`config.mk`:
```
export PLATFORM = sky130hd
export DESIGN_NAME = fbank_seq
export DESIGN_NICKNAME = d
export VERILOG_FILES = /design/src/rtl/fbank_seq.sv
export SDC_FILE = /design/constraint.sdc
export NUM_CORES = 1
export LEC_CHECK = 0
export CAP_MARGIN = 5
export CORE_ASPECT_RATIO = 0.5
export CORE_MARGIN = 2
export CORE_UTILIZATION = 35
export DETAILED_ROUTE_END_ITERATION = 10
export PLACE_DENSITY = 0.63
export SLEW_MARGIN = 20
export SYNTH_ARGS = -nofsm -noshare
export SYNTH_HDL_FRONTEND = slang
export SYNTH_SLANG_ARGS = --single-unit
```
`constraint.sdc`:
```
create_clock -name clk -period 13.7 [get_ports clk]
set_input_delay 4.11 -clock clk [delete_from_list [all_inputs] [get_ports clk]]
set_output_delay 4.11 -clock clk [all_outputs]
set_load 0.005 [all_outputs]
```
`src/rtl/fbank_seq.sv`:
```
// Mel filter-bank sequencer: walks a 1024-entry coefficient LUT in two passes over 512
// spectrum bins, multiplies and accumulates, and emits one energy per filter end.
module fbank_seq #(
    parameter int unsigned ADDR_WIDTH = 10,
    parameter int unsigned DATA_WIDTH = 17,
    parameter int unsigned SPEC_WIDTH = 24,
    parameter int unsigned ACC_WIDTH  = 50,
    parameter int unsigned IDX_WIDTH  = 7
) (
    input  logic                  clk,
    input  logic                  tb_rst,
    input  logic                  start,
    output logic                  busy,
    output logic                  done,
    input  logic                  cfg_wr_en,
    input  logic [ADDR_WIDTH-1:0] cfg_addr,
    input  logic [DATA_WIDTH-1:0] cfg_wr_data,
    output logic                  cfg_err,
    output logic [ADDR_WIDTH-1:0] lut_addr,
    output logic                  lut_wr_en,
    output logic [DATA_WIDTH-1:0] lut_wr_data,
    input  logic [DATA_WIDTH-1:0] lut_rd_data,
    output logic                  spec_rd_en,
    output logic [ADDR_WIDTH-2:0] spec_addr,
    input  logic [SPEC_WIDTH-1:0] spec_data,
    output logic                  mel_valid,
    output logic [IDX_WIDTH-1:0]  mel_idx,
    output logic [ACC_WIDTH-1:0]  mel_data
);

    localparam int unsigned ProdWidth = DATA_WIDTH - 1 + SPEC_WIDTH;
    localparam logic [ADDR_WIDTH-1:0] AddrOne = 1;
    localparam logic [IDX_WIDTH-2:0]  KOne    = 1;

    typedef enum logic [1:0] {StIdle, StRun, StDrain} state_e;

    state_e                 state_q, state_d;
    logic [ADDR_WIDTH-1:0]  addr_q, addr_d;
    logic [1:0]             drain_cnt_q, drain_cnt_d;
    logic                   busy_q, busy_d;
    logic                   done_q, done_d;
    logic                   cfg_err_q, cfg_err_d;
    logic                   s1_vld_q, s1_vld_d;
    logic                   s1_fend_q, s1_fend_d;
    logic                   s1_pass_q, s1_pass_d;
    logic                   s2_vld_q, s2_vld_d;
    logic                   s2_end_q, s2_end_d;
    logic                   s2_fend_q, s2_fend_d;
    logic                   s2_pass_q, s2_pass_d;
    logic [ProdWidth-1:0]   prod_q, prod_d;
    logic [ACC_WIDTH-1:0]   acc_q, acc_d;
    logic [ACC_WIDTH-1:0]   acc_sum;
    logic [IDX_WIDTH-2:0]   k_q, k_d;
    logic                   mel_valid_q, mel_valid_d;
    logic [IDX_WIDTH-1:0]   mel_idx_q, mel_idx_d;
    logic [ACC_WIDTH-1:0]   mel_data_q, mel_data_d;

    always_comb begin
        state_d     = state_q;
        addr_d      = addr_q;
        drain_cnt_d = drain_cnt_q;
        busy_d      = busy_q;
        done_d      = 1'b0;
        cfg_err_d   = cfg_wr_en && (state_q != StIdle);
        unique case (state_q)
            StIdle: begin
                if (start) begin
                    state_d = StRun;
                    addr_d  = '0;
                    busy_d  = 1'b1;
                end
            end
            StRun: begin
                addr_d = addr_q + AddrOne;
                if (&addr_q) begin
                    state_d     = StDrain;
                    drain_cnt_d = 2'd0;
                end
            end
            StDrain: begin
                drain_cnt_d = drain_cnt_q + 2'd1;
                if (drain_cnt_q == 2'd2) begin
                    state_d = StIdle;
                    busy_d  = 1'b0;
                    done_d  = 1'b1;
                end
            end
            default: state_d = StIdle;
        endcase
    end

    // Tags travel alongside the data so the accumulate stage knows where filters end.
    always_comb begin
        s1_vld_d  = (state_q == StRun);
        s1_fend_d = &addr_q[ADDR_WIDTH-2:0];
        s1_pass_d = addr_q[ADDR_WIDTH-1];
        s2_vld_d  = s1_vld_q;
        s2_end_d  = s1_vld_q && (lut_rd_data[DATA_WIDTH-1] || s1_fend_q);
        s2_fend_d = s1_vld_q && s1_fend_q;
        s2_pass_d = s1_pass_q;
        prod_d    = '0;
        if (s1_vld_q) begin
            prod_d = ProdWidth'(lut_rd_data[DATA_WIDTH-2:0]) * ProdWidth'(spec_data);
        end
    end

    always_comb begin
        acc_sum     = acc_q + ACC_WIDTH'(prod_q);
        acc_d       = acc_q;
        k_d         = k_q;
        mel_valid_d = 1'b0;
        mel_idx_d   = mel_idx_q;
        mel_data_d  = mel_data_q;
        if (s2_vld_q) begin
            if (s2_end_q) begin
                mel_valid_d = 1'b1;
                mel_data_d  = acc_sum;
                mel_idx_d   = {k_q, s2_pass_q};
                acc_d       = '0;
                // A forced end closes the pass, so the next pass restarts its filter count.
                k_d         = s2_fend_q ? '0 : k_q + KOne;
            end else begin
                acc_d = acc_sum;
            end
        end
    end

    always_ff @(posedge clk or posedge tb_rst) begin
        if (tb_rst) begin
            state_q     <= StIdle;
            addr_q      <= '0;
            drain_cnt_q <= '0;
            busy_q      <= 1'b0;
            done_q      <= 1'b0;
            cfg_err_q   <= 1'b0;
            s1_vld_q    <= 1'b0;
            s1_fend_q   <= 1'b0;
            s1_pass_q   <= 1'b0;
            s2_vld_q    <= 1'b0;
            s2_end_q    <= 1'b0;
            s2_fend_q   <= 1'b0;
            s2_pass_q   <= 1'b0;
            prod_q      <= '0;
            acc_q       <= '0;
            k_q         <= '0;
            mel_valid_q <= 1'b0;
            mel_idx_q   <= '0;
            mel_data_q  <= '0;
        end else begin
            state_q     <= state_d;
            addr_q      <= addr_d;
            drain_cnt_q <= drain_cnt_d;
            busy_q      <= busy_d;
            done_q      <= done_d;
            cfg_err_q   <= cfg_err_d;
            s1_vld_q    <= s1_vld_d;
            s1_fend_q   <= s1_fend_d;
            s1_pass_q   <= s1_pass_d;
            s2_vld_q    <= s2_vld_d;
            s2_end_q    <= s2_end_d;
            s2_fend_q   <= s2_fend_d;
            s2_pass_q   <= s2_pass_d;
            prod_q      <= prod_d;
            acc_q       <= acc_d;
            k_q         <= k_d;
            mel_valid_q <= mel_valid_d;
            mel_idx_q   <= mel_idx_d;
            mel_data_q  <= mel_data_d;
        end
    end

    // The LUT port belongs to the host while idle and to the sequencer otherwise.
    always_comb begin
        lut_addr    = (state_q == StIdle) ? cfg_addr : addr_q;
        lut_wr_en   = (state_q == StIdle) && cfg_wr_en;
        lut_wr_data = cfg_wr_data;
        spec_rd_en  = (state_q == StRun);
        spec_addr   = addr_q[ADDR_WIDTH-2:0];
        busy        = busy_q;
        done        = done_q;
        cfg_err     = cfg_err_q;
        mel_valid   = mel_valid_q;
        mel_idx     = mel_idx_q;
        mel_data    = mel_data_q;
    end

endmodule

```
==> impl_results.md <==
* Result of the run: finished, final reports clean
* Deepest level of the CTS H-tree at 4
* Cell-by-cell trace of the critical path: clkdlybuf4s50_1 -> nand2_1 -> fa_1 -> inv_1 -> fa_1 -> fa_1 -> fa_1 -> fa_1 -> inv_1 -> fa_1 -> inv_1 -> ha_1 -> a211oi_1 -> nand2_1 -> o41ai_1 -> a21oi_1 -> o31ai_1 -> o21ai_0 -> xnor2_1 -> and2_1
* Final cell area excluding filler cells at 23,900 um2
* Sequential element share of the synthesized area at 0.209
* Post-route minimum period at 11.05 ns
* Number of antenna violations at the first check in global routing at 0
* Most common cell after layout, fill and taps aside: sky130_fd_sc_hd__inv_1
* RePlAce Congestion at 0.868
* Crit path launch type: input pin
* Number of warnings issued by yosys at 0
* WP depth at 20
* Timing endpoint of the critical path: prod_q[39]$_DFF_PP0_
* Sequential cell area at 4450 um2
* Row Count at 63
* Cell mode on critical path: sky130_fd_sc_hd__fa_1
* Endpoint type of the worst setup path: flip-flop
* Violation count after the first detailed-routing iteration at 878
* Cell family with most CP delay: adder cells
* Via count of the first global-routing pass at 16.3k
* Yosys reg bits at 178
* Least-Margin Pin Slew at 1.10 ns
* Number of distinct library cell variants in the gate-level netlist after synthesis at 77
* Cell at the slowest stage of the critical path: sky130_fd_sc_hd__clkdlybuf4s50_1
* Type of the setup path with the least slack: in2reg
* Sum of negative setup slack at 0 ns
* Post-CTS Setup Bufs at 0
* CTS sink count at 178
* Post-DP HPWL at 40,800 um
* Syn-to-layout area delta at 11.9%
* Number of nets at the end of the flow at 2,905
* Netlist area before placement at 21,300 um2
* Arrival time reported for the critical path endpoint at 11.39 ns
* Worst R2R End: mel_data[26]$_DFFE_PP0P_
* Overall die area at 63,000 um2
* Detailed-route wire length at 52,600 um
* ANT nets after route at 0
* Reg-to-reg startpoint: prod_q[0]$_DFF_PP0_
* Maximum number of pins on one net before global-route repair at 100
* Launching instance or port of the critical path: lut_rd_data[7]
* Hold buffer count at cts at 0
* DR vias/cell at 4.91
* Number of cells upsized or downsized after cts at 0
* Synth async-reset ratio at 1.00
* Io pins at 171
* Placed standard-cell area at 23,200 um2
* Number of failing hold endpoints at the final stage at 0
* Total via count in the routed design at 15.7k
* Multi-input logic area at 14,900 um2
* Port bufs at 136
* Worst slew margin relative to its limit at 0.267
* Number of remaining DRC errors at 0
* Starting density of the core at 0.357
* Maximum frequency from static timing analysis at 90.5 MHz
* Worst R2R Setup Slack at 10.13 ns
* TritonCTS buffer count at 17
* Prevailing post-synth register cell: sky130_fd_sc_hd__dfrtp_1
* Unrepaired setup endpoints after global routing: false
* Worst clock skew at 0.0245 ns
* Count of final max-slew check failures at 0
* DR pass1 iterations at 5
* DR WL/cell at 16.5 um
* Period utilisation layout at 0.806
* Area of the core at 59,700 um2
* Die boundary height at 179 um
* Clock-pin slew on the worst setup and hold paths at 0.09 ns
* Overall global routing resource usage at 0.171
* Congestion Overflow GR at 0
* Number of failing setup endpoints in the final timing report at 0
* Syn_nets at 2,859
* Tightest Hold Check Type: reg2reg
* Horizontal extent of the die at 353 um
* Instance count of the mapped netlist at 2,324
* CTS tree: yes
* Maximum fanout along the worst path at 24
* Root buffer cell: sky130_fd_sc_hd__clkbuf_16
* Fraction of layout instances using a drive strength above 1 at 0.0373
* Required time reported for the critical path endpoint at 14.04 ns
* Clk Latency, worst-skew pair at 0.45 ns
* Most frequent cells in the layout: 382 x sky130_fd_sc_hd__inv_1, 366 x sky130_fd_sc_hd__nand2_1, 307 x sky130_fd_sc_hd__fa_1
* Number of max-capacitance violations reported at 0
* Fill count at 5,971
* Clk buf depth at 2
* Buf/Inv on CP at 4
* Average size of a mapped cell at 9.18 um2
* Longest individual stage delay on the worst path at 1.12 ns
* R2R depth at 12
* Antenna cells at 0
* Count of flip-flops with a built-in enable after synthesis at 0
* Wire length of the first global-routing pass at 86,600 um
==> synthesized netlist by cell type (all sizes together) (3+ instances only) <==
cell     number  area (um2)
and3         15        98.8
xor2         31         272
nand2b        9        56.3
mux2         17         191
nor4          3        18.8
nand4        16         106
o21ai        87         435
o2bb2ai      30         263
o21bai       12        90.1
o41ai         4        42.6
a31oi        12        75.1
o211ai       12        90.1
a211oi        6        50.1
o21a          7        52.6
ha          156        1950
buf          33         245
nand2       368        1380
nor2b        19         119
a31o          8        78.8
o31ai        15         113
a211o         4        35.0
or4           6        45.0
mux2i         4        40.0
dfrtp       178        4450
a221oi        3        32.5
inv         384        1440
o31a          3        26.3
a21boi        4        33.8
a22o          3        26.3
xnor2        41         359
o22ai         4        25.0
a21oi        76         384
clkbuf       87         327
a21o         41         308
nand3        29         145
or3          11        68.8
or2           4        25.0
nor2         50         190
nor3          7        35.0
and2        192        1200
fa          307        6150
==> cell families (layout without fill, tap and decap cells) <==
family | count (synthesis) | count (layout) | share of synthesized area
simple gates | 738 | 738 | 0.167
fa+ha+maj | 463 | 463 | 0.380
mux | 21 | 21 | 0.0109
compound gates | 347 | 347 | 0.109
buf+inv | 505 | 564 | 0.0946
xor+xnor | 72 | 72 | 0.0296
flops | 178 | 178 | 0.209
==> layer usage <==
layer,track usage,vias to the layer above,part of all wire
li1,-,7426,-
met1,0.234,7849,0.47
met2,0.282,367,0.46
met3,0.0330,51,0.056
met4,0.0355,0,0.014
met5,0,-,0
==> through the flow <==
step	hold WS (ns)	std cells	util	worst slack, ns
final	0.349	3195	0.399	2.65
after global routing	0.366	3195	0.399	2.18
after CTS	0.354	3195	0.399	2.61
after detailed placement	0.336	3163	0.389	2.14
after global placement	0.338	3163	0.389	2.30
after floorplan	0.331	2324	-	3.73
==> layout make-up <==
class / instances / share of cell area
Clock buffer: 17 / 0.0178
Clock inverter: 15 / 0.00860
Inverter: 385 / 0.0609
Multi-Input combinational cell: 1641 / 0.623
Sequential cell: 178 / 0.187
Tap cell: 812 / 0.0426
Timing Repair Buffer: 147 / 0.0607
==> worst min-delay path by stage <==
stage,start,endpoint,slack [ns],depth (start not counted)
2_1_floorplan,s1_pass_q$_DFF_PP0_,s2_pass_q$_DFF_PP0_,0.33,0
3_3_place_gp,s1_pass_q$_DFF_PP0_,s2_pass_q$_DFF_PP0_,0.34,0
3_5_place_dp,s1_pass_q$_DFF_PP0_,s2_pass_q$_DFF_PP0_,0.34,0
4_1_cts,s1_pass_q$_DFF_PP0_,s2_pass_q$_DFF_PP0_,0.35,0
5_1_grt,s1_pass_q$_DFF_PP0_,s2_pass_q$_DFF_PP0_,0.37,0
6_report,s1_pass_q$_DFF_PP0_,s2_pass_q$_DFF_PP0_,0.35,0
==> state kept, by name, summed over array words and instances (netlist names), 2 cells and up <==
signal,cells
acc_q,50
drain_cnt_q,2
prod_q,40
mel_idx,7
mel_data,50
addr_q,10
state_q,2
k_q,6
Power is not shown: default switching activity piles up to over one toggle a cycle in this logic, so the estimate is an artifact.
